File: config.mk
export PLATFORM = sky130hd
export DESIGN_NAME = div_unit_flat
export DESIGN_NICKNAME = d
export VERILOG_FILES = /design/src/rtl/div_if.sv /design/src/rtl/div_unit.sv /design/src/flat_wrapper.sv
export SDC_FILE = /design/constraint.sdc
export NUM_CORES = 1
export LEC_CHECK = 0
export BUFFER_PORTS_ARGS = -buffer_cell sky130_fd_sc_hd__buf_2
export CAP_MARGIN = 25
export CORE_MARGIN = 2
export CORE_UTILIZATION = 45
export CTS_BUF_LIST = sky130_fd_sc_hd__clkbuf_16
export DETAILED_ROUTE_END_ITERATION = 8
export PLACE_DENSITY_LB_ADDON = 0.1
export REMOVE_ABC_BUFFERS = 1
export SYNTH_ARGS = -nofsm -noshare
export SYNTH_HDL_FRONTEND = slang
export SYNTH_SLANG_ARGS = --single-unit
File: constraint.sdc
create_clock -name clk -period 3.05 [get_ports clk]
set_input_delay 0.4575 -clock clk [delete_from_list [all_inputs] [get_ports clk]]
set_output_delay 0.4575 -clock clk [all_outputs]
set_load 0.03 [all_outputs]
File: src/rtl/div_if.sv
// Handshake and operand/result bundle between the CPU controller and the
// iterative divider.
interface div_if #(
    parameter int WIDTH = 32
);
    logic             div_start;
    logic             divu_start;
    logic [WIDTH-1:0] dividend;
    logic [WIDTH-1:0] divisor;
    logic [WIDTH-1:0] q;
    logic [WIDTH-1:0] r;
    logic             busy;
    logic             done;

    modport master (
        output div_start,
        output divu_start,
        output dividend,
        output divisor,
        input  q,
        input  r,
        input  busy,
        input  done
    );

    modport slave (
        input  div_start,
        input  divu_start,
        input  dividend,
        input  divisor,
        output q,
        output r,
        output busy,
        output done
    );
endinterface

File: src/rtl/div_unit.sv
// Iterative restoring divider for DIV/DIVU.
// Quotient goes to LO and remainder goes to HI, with MIPS rounding:
// truncation toward zero, and the remainder takes the sign of the dividend.
// The controller stalls on busy and picks up the result on the one-cycle
// done pulse.
module div_unit #(
    parameter int WIDTH = 32
) (
    input  logic clk,
    input  logic rst,
    div_if.slave div_bus
);
    localparam int CNTW = $clog2(WIDTH);
    localparam logic [CNTW-1:0] LAST_STEP = CNTW'(WIDTH - 1);

    typedef enum logic [1:0] {
        IDLE,
        CALC,
        FIX
    } state_t;

    state_t           state_q, state_d;
    logic [WIDTH-1:0] rem_q, rem_d;
    logic [WIDTH-1:0] quo_q, quo_d;
    logic [WIDTH-1:0] dvsr_q, dvsr_d;
    logic [CNTW-1:0]  cnt_q, cnt_d;
    logic             negq_q, negq_d;
    logic             negr_q, negr_d;
    logic             zero_q, zero_d;
    logic [WIDTH-1:0] q_q, q_d;
    logic [WIDTH-1:0] r_q, r_d;
    logic             done_q, done_d;

    logic             start;
    logic             sgn;
    logic             dvdNeg;
    logic             dvsNeg;
    logic [WIDTH-1:0] dvdMag;
    logic [WIDTH-1:0] dvsMag;
    logic [WIDTH:0]   shifted;
    logic [WIDTH:0]   trial;

    // Operand magnitudes and one restoring step, computed from the current
    // registers. Negating 0x80000000 wraps to itself, which is the correct
    // unsigned magnitude.
    always_comb begin
        start   = div_bus.div_start | div_bus.divu_start;
        sgn     = div_bus.div_start;
        dvdNeg  = sgn & div_bus.dividend[WIDTH-1];
        dvsNeg  = sgn & div_bus.divisor[WIDTH-1];
        dvdMag  = dvdNeg ? -div_bus.dividend : div_bus.dividend;
        dvsMag  = dvsNeg ? -div_bus.divisor : div_bus.divisor;
        shifted = {rem_q, quo_q[WIDTH-1]};
        trial   = shifted - {1'b0, dvsr_q};
    end

    // State register.
    always_ff @(posedge clk) begin
        if (rst) begin
            state_q <= IDLE;
        end else begin
            state_q <= state_d;
        end
    end

    // Datapath and result registers. A reset clears everything so an aborted
    // operation leaves no partial result behind.
    always_ff @(posedge clk) begin
        if (rst) begin
            rem_q  <= '0;
            quo_q  <= '0;
            dvsr_q <= '0;
            cnt_q  <= '0;
            negq_q <= 1'b0;
            negr_q <= 1'b0;
            zero_q <= 1'b0;
            q_q    <= '0;
            r_q    <= '0;
            done_q <= 1'b0;
        end else begin
            rem_q  <= rem_d;
            quo_q  <= quo_d;
            dvsr_q <= dvsr_d;
            cnt_q  <= cnt_d;
            negq_q <= negq_d;
            negr_q <= negr_d;
            zero_q <= zero_d;
            q_q    <= q_d;
            r_q    <= r_d;
            done_q <= done_d;
        end
    end

    // Next-state and datapath updates. Start requests are only looked at in
    // IDLE, and done is high only in the cycle after FIX.
    always_comb begin
        state_d = state_q;
        rem_d   = rem_q;
        quo_d   = quo_q;
        dvsr_d  = dvsr_q;
        cnt_d   = cnt_q;
        negq_d  = negq_q;
        negr_d  = negr_q;
        zero_d  = zero_q;
        q_d     = q_q;
        r_d     = r_q;
        done_d  = 1'b0;

        unique case (state_q)
            IDLE: begin
                if (start) begin
                    rem_d   = '0;
                    quo_d   = dvdMag;
                    dvsr_d  = dvsMag;
                    cnt_d   = '0;
                    negq_d  = dvdNeg ^ dvsNeg;
                    negr_d  = dvdNeg;
                    zero_d  = (div_bus.divisor == '0);
                    state_d = CALC;
                end
            end
            CALC: begin
                // A negative trial result means the divisor did not fit, so
                // the shifted remainder is kept (restored) and a 0 enters the
                // quotient.
                rem_d = trial[WIDTH] ? shifted[WIDTH-1:0] : trial[WIDTH-1:0];
                quo_d = {quo_q[WIDTH-2:0], ~trial[WIDTH]};
                cnt_d = cnt_q + 1'b1;
                if (cnt_q == LAST_STEP) begin
                    state_d = FIX;
                end
            end
            FIX: begin
                // With a zero divisor the remainder is the dividend
                // magnitude, and re-applying the dividend sign gives back the
                // original dividend. Only the quotient needs to be forced.
                q_d     = zero_q ? '1 : (negq_q ? -quo_q : quo_q);
                r_d     = negr_q ? -rem_q : rem_q;
                done_d  = 1'b1;
                state_d = IDLE;
            end
            default: begin
                state_d = IDLE;
            end
        endcase
    end

    assign div_bus.q    = q_q;
    assign div_bus.r    = r_q;
    assign div_bus.busy = (state_q != IDLE);
    assign div_bus.done = done_q;
endmodule
File: src/flat_wrapper.sv
// flat-port wrapper written by rule: the top's interface ports become plain ports
module div_unit_flat 
#(
    parameter int WIDTH = 32
)
  (clk, rst, div_bus_div_start, div_bus_divu_start, div_bus_dividend, div_bus_divisor, div_bus_q, div_bus_r, div_bus_busy, div_bus_done);
  div_if #(.WIDTH(WIDTH)) div_bus_i ();
  input  logic clk;
  input  logic rst;
  input wire logic [$bits(div_bus_i.div_start)-1:0] div_bus_div_start;
  input wire logic [$bits(div_bus_i.divu_start)-1:0] div_bus_divu_start;
  input wire logic [$bits(div_bus_i.dividend)-1:0] div_bus_dividend;
  input wire logic [$bits(div_bus_i.divisor)-1:0] div_bus_divisor;
  output wire logic [$bits(div_bus_i.q)-1:0] div_bus_q;
  output wire logic [$bits(div_bus_i.r)-1:0] div_bus_r;
  output wire logic [$bits(div_bus_i.busy)-1:0] div_bus_busy;
  output wire logic [$bits(div_bus_i.done)-1:0] div_bus_done;
  assign div_bus_i.div_start = div_bus_div_start;
  assign div_bus_i.divu_start = div_bus_divu_start;
  assign div_bus_i.dividend = div_bus_dividend;
  assign div_bus_i.divisor = div_bus_divisor;
  assign div_bus_q = div_bus_i.q;
  assign div_bus_r = div_bus_i.r;
  assign div_bus_busy = div_bus_i.busy;
  assign div_bus_done = div_bus_i.done;
  div_unit #(.WIDTH(WIDTH)) u_core (.clk(clk), .rst(rst), .div_bus(div_bus_i));
endmodule
==> reports/qor.txt, run 1 <==
Detailed placement HPWL: 22000 um
Register Area: 3430 um2
Proportion of synthesized flip-flops having asynchronous set or reset: 0%
H-tree depth reported by CTS: 4
Count of cells along the worst register-to-register path: 14
Number of unique standard cell types used by synthesis: 69
Category of the worst setup path capture point: flip-flop
Number of detailed-route iterations in the first pass: 5
Cell leakage power: 0.00513 uW
Clock transition at path regs: 0.08 ns
Remaining number of nets flagged by the antenna check after routing: 0
Worst flop-to-flop path endpoint: u_core.rem_q[26]
Netlist area before placement: 10600 um2
FP Rows: 56
Series of cell instances along the critical path: inv_2 > ha_4 > fa_2 > and2b_4 > o2111ai_4 > a21oi_4 > o41ai_4 > o21ai_2 > a21oi_4 > buf_6 > xnor2_4 > buf_6 > mux2i_1 > o21ai_0
Drt via density: 5.50
Die Span X: 158 um
Largest buffer count on any clock path: 2
Post-synth top area share: 32.3%
Number of clock buffers inserted by TritonCTS: 17
Global-route total usage across every layer: 24.1%
Count of warnings emitted by yosys: 0
Crit Path Max Fanout: 6
TritonCTS clock tree: built
Critical R2R Launch: u_core.quo_q[31]
Area occupied by multi-input gates: 6770 um2
DRC Markers: 0
Result of the run: completed
Vias post-DR: 10069
Destination of the worst hold path: u_core.dvsr_q[0]
Share of the yosys chip area belonging to registers: 32.3%
DRT Wirelength: 29700 um
Critical setup path kind: flip-flop to flip-flop
Main area contributors after synthesis: sky130_fd_sc_hd__dfxtp_1 32%, sky130_fd_sc_hd__xor2_1 6.5%, sky130_fd_sc_hd__nor2_1 5.4%
Area growth from synthesis to layout: 19.6%
Required time of the worst setup path: 3.36 ns
Fraction of final layout cells with drive strength greater than 1: 18.8%
Critical hold path startpoint: div_bus_divisor[0]
Setup slack of the most critical reg-to-reg path: 0.10 ns
Fmax: 339 MHz
Post-synth EDFFs: 0
Effective utilization at floorplan: 45.5%
Worst-Margin Slew: 0.803 ns
Count of maximum capacitance violations: 0
Number of setup violations in the final report: 0
Clock network fraction of total power: 33.4%
Pin count of the biggest net entering global routing: 95
Family with the most delay on the worst path: compound AO/OA/AOI/OAI gates
Synthesized instance count: 1356
Worst Setup Start Kind: flip-flop
Clock insertion delay at the later pin of the skew report: 0.44 ns
Fraction of power consumed by sequential logic: 37.1%
Dominant register cell in the synthesized netlist: sky130_fd_sc_hd__dfxtp_1
Area of placed instances: 11900 um2
Largest clock skew in the final design: 0.0161 ns
Routed wire per std cell: 16.2 um
Cell area power density: 526 nW/um2
Proportion of total power due to net switching: 34.1%
Number of antenna violations at the first check in global routing: 0
Proportion of power drawn by combinational gates: 29.6%
Summed negative setup slack over all endpoints: 0 ns
First-pass GRT wire length: 48000 um
Count of input and output buffers: 133
Average instance area after synthesis: 7.83 um2
Number of buffers inserted by hold repair at cts: 0
Clock sink count: 171
Overall Power: 6680 uW
1st-iter DRT viols: 845
Minimum period implied by the final worst setup slack: 2.95 ns
Max VDD drop: 298 uV
RD Place Congestion: 0.905
Area of the core: 23300 um2
Number of primary I/O pins: 134
Remaining max-slew budget at the tightest pin: 46.4%
Sum of buffers and inverters on the critical path: 3
Die height: 158 um
Flops & latches, synth: 171
Overall die area: 24800 um2
Final design area excluding fillers: 12700 um2
Cell type of the slowest stage on the worst timing path: sky130_fd_sc_hd__dfxtp_2
Largest stage delay on the critical path: 0.33 ns
Internal power: 4400 uW
Total count of max-transition violations in the final report: 0
Type of the tightest min-delay check: primary input to flip-flop
Net switching power figure: 2280 uW
Number of fill cells in the layout: 2307
Clock root cell: sky130_fd_sc_hd__clkbuf_16
Crit share post-route: 96.7%
Final Hold Viols: 0
Biggest area consumer among synthesized cells: sky130_fd_sc_hd__dfxtp_1
Number of global-route vias before repair: 9240
Number of nets in the layout: 1606
Overflow left after global routing: 0
Antenna diode count: 0
Depth of the worst hold-timing path: 3
Arrival time at the worst endpoint: 3.26 ns
[power by group through the flow]
stage | Clock [uW] | Sequential, uW | Combinational, uW
global route | 2350 | 2490 | 2190
global placement | 0 | 2520 | 1870
floorplan | 0 | 2510 | 1260
finish | 2230 | 2480 | 1980
CTS | 2270 | 2470 | 1910
detailed placement | 0 | 2520 | 1870
[tightest hold or removal path, stage by stage]
cell and delay, ns:
sky130_fd_sc_hd__buf_2 0.12, sky130_fd_sc_hd__nand2_1 0.06, sky130_fd_sc_hd__a21oi_1 0.06
[cell families after synthesis]
family / synth area share (%)
and+or+nand+nor: 19.3
AOI/OAI and AO/OA: 25.7
DFF: 32.3
xor gates and xnor gates: 11.8
buffers and inverters: 5.16
adders and majority gates: 4.67
muxes: 1.13
[state kept, by name, indices dropped and copies added, names as in the netlist]
signal / flops
u_core.negq_q: 1
u_core.state_q: 2
u_core.zero_q: 1
u_core.dvsr_q: 32
u_core.div_bus.done: 1
u_core.negr_q: 1
u_core.div_bus.r: 32
u_core.div_bus.q: 32
u_core.rem_q: 32
u_core.cnt_q: 5
u_core.quo_q: 32
[cell type report]
type	instances	share of cell area, %
multi-input cells	1044	53.3
well taps	319	3.14
repair buffers	212	10.4
inverters	53	1.57
clock buffers	17	3.35
flip-flops and latches	171	27.0
clock inverters	15	1.29
[cells in the final DEF, fill, tap and decap left out, types with 5 or more instances in the layout]
| cell | count |
|---|---|
| sky130_fd_sc_hd__a311oi_1 | 10 |
| sky130_fd_sc_hd__ha_1 | 36 |
| sky130_fd_sc_hd__buf_4 | 72 |
| sky130_fd_sc_hd__nand3_1 | 35 |
| sky130_fd_sc_hd__mux2i_1 | 12 |
| sky130_fd_sc_hd__o22ai_1 | 33 |
| sky130_fd_sc_hd__buf_2 | 132 |
| sky130_fd_sc_hd__and2_1 | 8 |
| sky130_fd_sc_hd__nor4_1 | 15 |
| sky130_fd_sc_hd__and3_1 | 5 |
| sky130_fd_sc_hd__nor2_1 | 151 |
| sky130_fd_sc_hd__xor2_1 | 79 |
| sky130_fd_sc_hd__nand2_1 | 136 |
| sky130_fd_sc_hd__a21oi_1 | 97 |
| sky130_fd_sc_hd__o41ai_1 | 11 |
| sky130_fd_sc_hd__clkbuf_16 | 17 |
| sky130_fd_sc_hd__o21a_1 | 11 |
| sky130_fd_sc_hd__a21o_1 | 10 |
| sky130_fd_sc_hd__xnor2_1 | 60 |
| sky130_fd_sc_hd__nand4_1 | 9 |
| sky130_fd_sc_hd__inv_1 | 52 |
| sky130_fd_sc_hd__o31ai_1 | 24 |
| sky130_fd_sc_hd__nor2b_1 | 5 |
| sky130_fd_sc_hd__o21ai_0 | 71 |
| sky130_fd_sc_hd__nor3_1 | 19 |
| sky130_fd_sc_hd__buf_6 | 5 |
| sky130_fd_sc_hd__a32oi_1 | 6 |
| sky130_fd_sc_hd__dfxtp_1 | 169 |
| sky130_fd_sc_hd__or3_1 | 13 |
| sky130_fd_sc_hd__a31oi_1 | 9 |
| sky130_fd_sc_hd__a211oi_1 | 58 |
| sky130_fd_sc_hd__nand2b_1 | 11 |
| sky130_fd_sc_hd__or4_1 | 9 |
| sky130_fd_sc_hd__a22oi_1 | 26 |
| sky130_fd_sc_hd__a221oi_1 | 8 |
[metrics by stage]
step	cells	util, %	hold slack, ns	setup slack [ns]
after floorplan	1268	-	0.426	-2.38
after global placement	1793	51.2	0.440	-0.00435
after detailed placement	1793	51.2	0.447	-0.0979
after CTS	1827	53.9	0.313	0.0396
after global routing	1831	54.4	0.312	-0.0202
final	1831	54.4	0.317	0.101
[what timing repair did]
item                                   4_1_cts  5_1_grt
gates resized for setup                      5       23
setup endpoints to repair                   20       33
pin swaps                                    2        8
cloned                                       1        1
endpoints found under the hold margin        0        0
setup buffers                                1        3
[synthesized netlist by cell type (all sizes together), types with 5 or more instances]
cell and n:
a211oi 59, nand3 35, nand2b 12, o21a 11, a311oi 13, a21oi 101
nor2 153, a32oi 6, a31oi 9, ha 38, nor2b 7, o41ai 16
nand4 9, a221oi 8, a21o 10, mux2i 12, inv 53, clkbuf 77
nand2 136, o21ai 76, a22oi 26, and2 8, nor3 20, buf 11
o22ai 33, or4 10, and3 5, nor4 17, dfxtp 171, o31ai 24
xnor2 61, xor2 80, or3 14
[worst max-delay path by stage]
stage	endpoint	slack, ns	depth (start not counted)	start
2_1_floorplan	u_core.div_bus.q[30]	-2.38	4	u_core.state_q[1]
3_3_place_gp	u_core.rem_q[28]	-0.004	14	u_core.quo_q[31]
3_5_place_dp	u_core.rem_q[26]	-0.1	14	u_core.quo_q[31]
4_1_cts	u_core.rem_q[11]	0.04	14	u_core.quo_q[31]
5_1_grt	u_core.rem_q[15]	-0.02	14	u_core.quo_q[31]
6_report	u_core.rem_q[26]	0.10	14	u_core.quo_q[31]
[per-layer routing]
layer	vias up	GRT usage [%]	wire, um
li1	5175	-	-
met2	246	34.9	12100
met4	0	4.72	250
met1	4630	37.3	15700
met5	-	0	0
met3	18	3.94	1570
No activity file was read; power rests on OpenSTA's default activity.
==> run 2: changes to the inputs <==
--- a/config.mk
+++ b/config.mk
@@ -7,6 +7,7 @@
 export LEC_CHECK = 0
 export BUFFER_PORTS_ARGS = -buffer_cell sky130_fd_sc_hd__buf_2
 export CAP_MARGIN = 25
+export CORE_ASPECT_RATIO = 1.2
 export CORE_MARGIN = 2
 export CORE_UTILIZATION = 45
 export CTS_BUF_LIST = sky130_fd_sc_hd__clkbuf_16
==> run 2 against run 1 <==
  * Sequential power about the same
  * Setup slack worse by 0.077 ns
  * Flip-flop and latch count unchanged
  * First-iteration DRC count shrank 48%
  * Count of clock-buffer cells in the layout unchanged
  * Clock skew decreased by 0.0079 ns
  * Non-clock buffer count up 6
  * Combinational power up 3%
  * Die area about the same
  * Register-to-register slack got worse by 0.08 ns
  * Routed wire length fell by 0.99%
  * Critical path type unchanged
==> reports/qor.txt, run 2 (synthesis gave the netlist of run 1 again) <==
Routed wire per std cell: 16.0 um (-0.99%)
Total count of max-transition violations in the final report: 0 (unchanged)
Worst Setup Slack, final: 0.0237 ns (-0.0768 ns)
Sum of buffers and inverters on the critical path: 4 (+1)
Global-route total usage across every layer: 23.5% (-0.54 points)
Remaining max-slew budget at the tightest pin: 48.4% (+2.0 points)
Commonest cells after routing, fill and taps aside: 169 x sky130_fd_sc_hd__dfxtp_1, 151 x sky130_fd_sc_hd__nor2_1, 132 x sky130_fd_sc_hd__buf_2
Required time of the worst setup path: 3.39 ns (+0.03 ns)
Worst Setup Start Kind: flip-flop
Largest stage delay on the critical path: 0.40 ns (+0.07 ns)
Number of antenna violations at the first check in global routing: 0 (unchanged)
Antenna diode count: 0 (unchanged)
Cell area power density: 509 nW/um2 (-3.4%)
TritonCTS clock tree: built
Effective utilization at floorplan: 45.7% (+0.26 points)
FP Rows: 61 (+8.9%)
Worst-Margin Slew: 0.771 ns (-0.0325 ns)
Global-route track usage on met2: 41.3% (+6.5 points)
DRT Wirelength: 29400 um (-0.99%)
Minimum period implied by the final worst setup slack: 3.03 ns (+0.0768 ns)
Hold slack: 0.307 ns (-0.0107 ns)
Series of cell instances along the critical path: inv_2 > ha_4 > fa_2 > and2b_4 > o2111ai_4 > a21oi_4 > o41ai_4 > o21ai_2 > a21oi_4 > buf_6 > xnor2_4 > buf_12 > clkbuf_16 > nand2_2 > a311oi_1
Number of clock buffers inserted by TritonCTS: 17 (unchanged)
Count of input and output buffers: 133 (unchanged)
Clock sink count: 171 (unchanged)
Overflow left after global routing: 0 (unchanged)
Family with the most delay on the worst path: compound AO/OA/AOI/OAI gates
Pin count of the biggest net entering global routing: 90 (-5.3%)
Clock transition at path regs: 0.06 ns (-0.02 ns)
Arrival time at the worst endpoint: 3.37 ns (+0.11 ns)
Setup slack after placement: -0.0937 ns (+0.00413 ns)
Drt via density: 5.53 (+0.60%)
DRC Markers: 0 (unchanged)
Most common cell after layout, fill and taps aside: sky130_fd_sc_hd__dfxtp_1
Cell type of the slowest stage on the worst timing path: sky130_fd_sc_hd__o41ai_4
H-tree depth reported by CTS: 4 (unchanged)
Critical setup path kind: flip-flop to flip-flop
Die height: 172 um (+9.3%)
Final Hold Viols: 0 (unchanged)
Result of the run: completed
Area of the core: 23200 um2 (-0.56%)
Number of detailed-route iterations in the first pass: 5 (unchanged)
Most Frequent Cell on Critical Path: sky130_fd_sc_hd__a21oi_4
Cell leakage power: 0.00517 uW (+0.78%)
Number of buffers inserted by hold repair at cts: 0 (unchanged)
Met3 usage in global routing: 3.46% (-0.48 points)
Crit share post-route: 99.2% (+2.5 points)
Largest buffer count on any clock path: 2 (unchanged)
First-pass GRT wire length: 46600 um (-3.0%)
Area of placed instances: 12000 um2 (+0.50%)
Setup slack of the most critical reg-to-reg path: 0.02 ns (-0.08 ns)
Count of maximum capacitance violations: 0 (unchanged)
RD Place Congestion: 0.892 (-1.4%)
Vias post-DR: 10129 (+0.60%)
Detailed placement HPWL: 22100 um (+0.65%)
Clock root cell: sky130_fd_sc_hd__clkbuf_16
Largest clock skew in the final design: 0.00824 ns (-0.00789 ns)
Clock insertion delay at the later pin of the skew report: 0.43 ns (about the same)
Overall die area: 24800 um2 (about the same)
Die Span X: 144 um (-8.5%)
Number of global-route vias before repair: 9263 (+0.25%)
Category of the worst setup path capture point: flip-flop
Number of setup violations in the final report: 0 (unchanged)
Type of the tightest min-delay check: primary input to flip-flop
Global routing's busiest layer: met2
Fraction of final layout cells with drive strength greater than 1: 19.5% (+0.74 points)
Fmax: 330 MHz (-2.5%)
Max VDD drop: 362 uV (+21%)
1st-iter DRT viols: 436 (-48%)
Area growth from synthesis to layout: 20.3%
Remaining number of nets flagged by the antenna check after routing: 0 (unchanged)
Number of primary I/O pins: 134 (unchanged)
Number of fill cells in the layout: 2290 (-0.74%)
Final design area excluding fillers: 12800 um2 (+0.56%)
GRT met1 Usage: 29.6% (-7.7 points)
Setup repair after global routing missed its margin: yes
Crit Path Max Fanout: 9 (+3)
Overall Power: 6490 uW (-2.8%)
Number of nets in the layout: 1612 (+0.37%)
==> run 2: cell types whose count changed in the layout (fill, tap and decap cells not counted), sizes merged <==
cell,change
bufinv,-1
clkinv,+1
clkbuf,+2
inv,-2
buf,+4
==> run 2: path summary, 6_finish.rpt <==
kind                           start           endpoint  cells after the start
setup / recovery    u_core.quo_q[31]   u_core.rem_q[12]                     15
hold / removal    div_bus_divisor[0]   u_core.dvsr_q[0]                      3
setup reg to reg    u_core.quo_q[31]   u_core.rem_q[12]                     15
hold reg to reg    u_core.dvsr_q[31]  u_core.dvsr_q[31]                      2
==> run 2: metrics by stage <==
stage / std cells / utilization [%] / setup TNS [ns]
6_report: 1831 / 55.0 / 0
5_1_grt: 1831 / 55.0 / -1.06
4_1_cts: 1826 / 54.0 / 0
3_5_place_dp: 1796 / 51.7 / -1.31
3_3_place_gp: 1796 / 51.7 / 0
2_1_floorplan: 1268 / - / -231.30
==> run 2: power by group <==
part / switching (uW) / internal (uW) / total [uW]
clock: 886 / 1090 / 1980
combinational: 1150 / 896 / 2040
sequential: 124 / 2350 / 2480
total: 2160 / 4340 / 6490
==> run 2: tightest hold or removal path, cell delays in order <==
cell	delay (ns)
sky130_fd_sc_hd__buf_2	0.12
sky130_fd_sc_hd__nand2_1	0.07
sky130_fd_sc_hd__a21oi_1	0.05
==> run 2: repair_timing <==
item,CTS,global route
resized for setup,6,41
setup endpoints to repair,27,34
gates cloned,0,2
pin swaps,2,17
setup buffers,0,3
==> run 2: layout make-up <==
cell class / instances / area [um2] / area share (%)
clock inverters: 13 / 88.8 / 0.696
clock buffers: 17 / 425 / 3.33
inverters: 53 / 199 / 1.56
multi-input cells: 1044 / 6820 / 53.4
flip-flops and latches: 171 / 3430 / 26.8
repair buffers: 218 / 1420 / 11.1
well taps: 315 / 394 / 3.09
==> run 2: metal layers <==
| layer | vias up | routed length (um) |
|---|---|---|
| li1 | 5178 | - |
| met1 | 4697 | 13300 |
| met2 | 214 | 14400 |
| met3 | 40 | 1040 |
| met4 | 0 | 614 |
| met5 | - | 0 |
==> run 3: changes to the inputs <==
--- a/config.mk
+++ b/config.mk
@@ -9,7 +9,7 @@
 export CAP_MARGIN = 25
 export CORE_ASPECT_RATIO = 1.2
 export CORE_MARGIN = 2
-export CORE_UTILIZATION = 45
+export CORE_UTILIZATION = 53
 export CTS_BUF_LIST = sky130_fd_sc_hd__clkbuf_16
 export DETAILED_ROUTE_END_ITERATION = 8
 export PLACE_DENSITY_LB_ADDON = 0.1
==> run 3 against run 2 <==
  * Total power is 4.0% higher
  * First-iteration DRC count is 29% higher
  * Utilization is 9.3 points higher
  * Sequential share of layout area is 0.31 points higher
  * Count of clock-buffer cells in the layout stayed put
  * Hold slack better by 0.011 ns
  * Final area is 1.1% lower
  * Cell count is 3.3% lower
  * Clock power is 19% higher
  * Largest cell class unchanged
  * Largest power group unchanged
  * Highest routed layer unchanged
==> reports/qor.txt, run 3 (synthesis gave the netlist of run 1 again) <==
Max VDD drop: 435 uV (+20%)
Crit share post-route: 98.2% (-1.0 points)
DRC Markers: 0 (unchanged)
Die height: 159 um (-7.7%)
Effective utilization at floorplan: 54.1% (+8.4 points)
Remaining max-slew budget at the tightest pin: 55.3% (+6.9 points)
Worst flop-to-flop path endpoint: u_core.rem_q[12]
Critical path origin: u_core.quo_q[31]
Final Hold Viols: 0 (unchanged)
Result of the run: completed
Number of clock buffers inserted by TritonCTS: 17 (unchanged)
FP Rows: 56 (-8.2%)
Fmax: 334 MHz (+1.0%)
Worst setup path end: u_core.rem_q[12]
Critical R2R Launch: u_core.quo_q[31]
RD Place Congestion: 0.934 (+4.7%)
Number of fill cells in the layout: 1749 (-24%)
Area of the core: 19600 um2 (-15%)
Total count of max-transition violations in the final report: 0 (unchanged)
Number of antenna violations at the first check in global routing: 0 (unchanged)
Clock root cell: sky130_fd_sc_hd__clkbuf_16
Crit Path Max Fanout: 8 (-1)
TritonCTS clock tree: built
Number of detailed-route iterations in the first pass: 5 (unchanged)
Setup repair after global routing missed its margin: yes
Commonest cells after routing, fill and taps aside: 168 x sky130_fd_sc_hd__dfxtp_1, 151 x sky130_fd_sc_hd__nor2_1, 135 x sky130_fd_sc_hd__nand2_1
Antenna diode count: 0 (unchanged)
Overall die area: 21200 um2 (-15%)
Overflow left after global routing: 0 (unchanged)
Category of the worst setup path capture point: flip-flop
First-pass GRT wire length: 45600 um (-2.0%)
Worst Setup Start Kind: flip-flop
Routed wire per std cell: 15.8 um (-1.5%)
Pin count of the biggest net entering global routing: 79 (-12%)
Required time of the worst setup path: 3.39 ns (about the same)
Critical setup path kind: flip-flop to flip-flop
Clock sink count: 171 (unchanged)
Count of maximum capacitance violations: 0 (unchanged)
Minimum period implied by the final worst setup slack: 3.00 ns (-0.0304 ns)
Area occupied by multi-input gates: 6770 um2 (-0.75%)
Largest buffer count on any clock path: 2 (unchanged)
Number of setup violations in the final report: 0 (unchanged)
Depth of the worst hold-timing path: 3 (unchanged)
Largest clock skew in the final design: 0.0119 ns (+0.00370 ns)
Clock insertion delay at the later pin of the skew report: 0.44 ns (about the same)
Detailed placement HPWL: 21000 um (-5.2%)
Cell leakage power: 0.00512 uW (-0.86%)
Remaining number of nets flagged by the antenna check after routing: 0 (unchanged)
H-tree depth reported by CTS: 4 (unchanged)
Count of input and output buffers: 133 (unchanged)
Vias post-DR: 10149 (+0.20%)
Post-layout util: 64.4% (+9.3 points)
Die Span X: 133 um (-7.6%)
Setup slack of the most critical reg-to-reg path: 0.05 ns (+0.03 ns)
Number of global-route vias before repair: 9403 (+1.5%)
Clock transition at path regs: 0.06 ns (about the same)
Number of primary I/O pins: 134 (unchanged)
Fraction of final layout cells with drive strength greater than 1: 19.0% (-0.57 points)
Global-route total usage across every layer: 26.1% (+2.6 points)
Area growth from synthesis to layout: 19.0%
DRT Wirelength: 28000 um (-4.8%)
Number of nets in the layout: 1604 (-0.50%)
Drt via density: 5.73 (+3.7%)
Number of buffers inserted by hold repair at cts: 0 (unchanged)
Arrival time at the worst endpoint: 3.34 ns (-0.03 ns)
Type of the tightest min-delay check: primary input to flip-flop
Register Area: 3430 um2 (about the same)
Most common cell after layout, fill and taps aside: sky130_fd_sc_hd__dfxtp_1
Overall Power: 6750 uW (+4.0%)
Count of cells along the worst register-to-register path: 14 (-1)
1st-iter DRT viols: 564 (+29%)
Cell area power density: 535 nW/um2 (+5.1%)
Worst-Margin Slew: 0.668 ns (-0.103 ns)
run 3: critical path, cell delays in order, from the launching register on:
cell                        delay, ns
sky130_fd_sc_hd__dfxtp_2         0.34
sky130_fd_sc_hd__inv_2           0.05
sky130_fd_sc_hd__ha_4            0.16
sky130_fd_sc_hd__fa_2            0.32
sky130_fd_sc_hd__and2b_4         0.28
sky130_fd_sc_hd__o2111ai_4       0.17
sky130_fd_sc_hd__a21oi_2         0.25
sky130_fd_sc_hd__o41ai_4         0.10
sky130_fd_sc_hd__o21ai_2         0.22
sky130_fd_sc_hd__a21oi_4         0.11
sky130_fd_sc_hd__buf_6           0.14
sky130_fd_sc_hd__xnor2_4         0.23
sky130_fd_sc_hd__buf_4           0.22
sky130_fd_sc_hd__nand2_1         0.07
sky130_fd_sc_hd__a311oi_1        0.25
run 3: what timing repair did:
action	in CTS	in global routing
pin swaps	2	7
buffers inserted	1	6
gates cloned	0	1
resized for setup	3	35
setup endpoints to repair	32	34
run 3: worst min-delay path by stage:
stage,startpoint,to,slack (ns)
2_1_floorplan,u_core.dvsr_q[31],u_core.dvsr_q[31],0.43
3_3_place_gp,u_core.dvsr_q[31],u_core.dvsr_q[31],0.44
3_5_place_dp,u_core.dvsr_q[31],u_core.dvsr_q[31],0.45
4_1_cts,div_bus_divisor[0],u_core.dvsr_q[0],0.31
5_1_grt,div_bus_divisor[0],u_core.dvsr_q[0],0.33
6_report,div_bus_divisor[0],u_core.dvsr_q[0],0.32
run 3: final cells by class:
class                   instances  share of cell area (%)
well taps                     261                    2.59
repair buffers                210                    10.1
flip-flops and latches        171                    27.1
multi-input cells            1044                    53.6
clock inverters                14                    1.64
clock buffers                  17                    3.37
inverters                      53                    1.58
run 3: power by group:
part / total [uW] / internal (uW) / switching (uW)
Sequential: 2480 / 2350 / 133
Clock: 2350 / 1390 / 956
Combinational: 1920 / 823 / 1100
Total: 6750 / 4560 / 2190
run 3: stage by stage:
stage          setup WS [ns]  cell area [um2]   TNS [ns]  cells  hold slack (ns)
2_1_floorplan          -2.38            10300    -231.30   1268            0.426
3_3_place_gp       -0.000586            11800  -0.000586   1731            0.439
3_5_place_dp         -0.0567            11800     -0.382   1731            0.454
4_1_cts               0.0195            12500          0   1763            0.305
5_1_grt              -0.0512            12600     -0.380   1770            0.332
6_report              0.0541            12600          0   1770            0.317
run 3: routing by layer:
metal / global-route usage (%) / routed length [um] / up-vias
met3: 2.83 / 999 / 37
li1: - / - / 5166
met4: 7.98 / 438 / 0
met2: 47.5 / 14100 / 227
met5: 0 / 0 / -
met1: 32.4 / 12400 / 4719
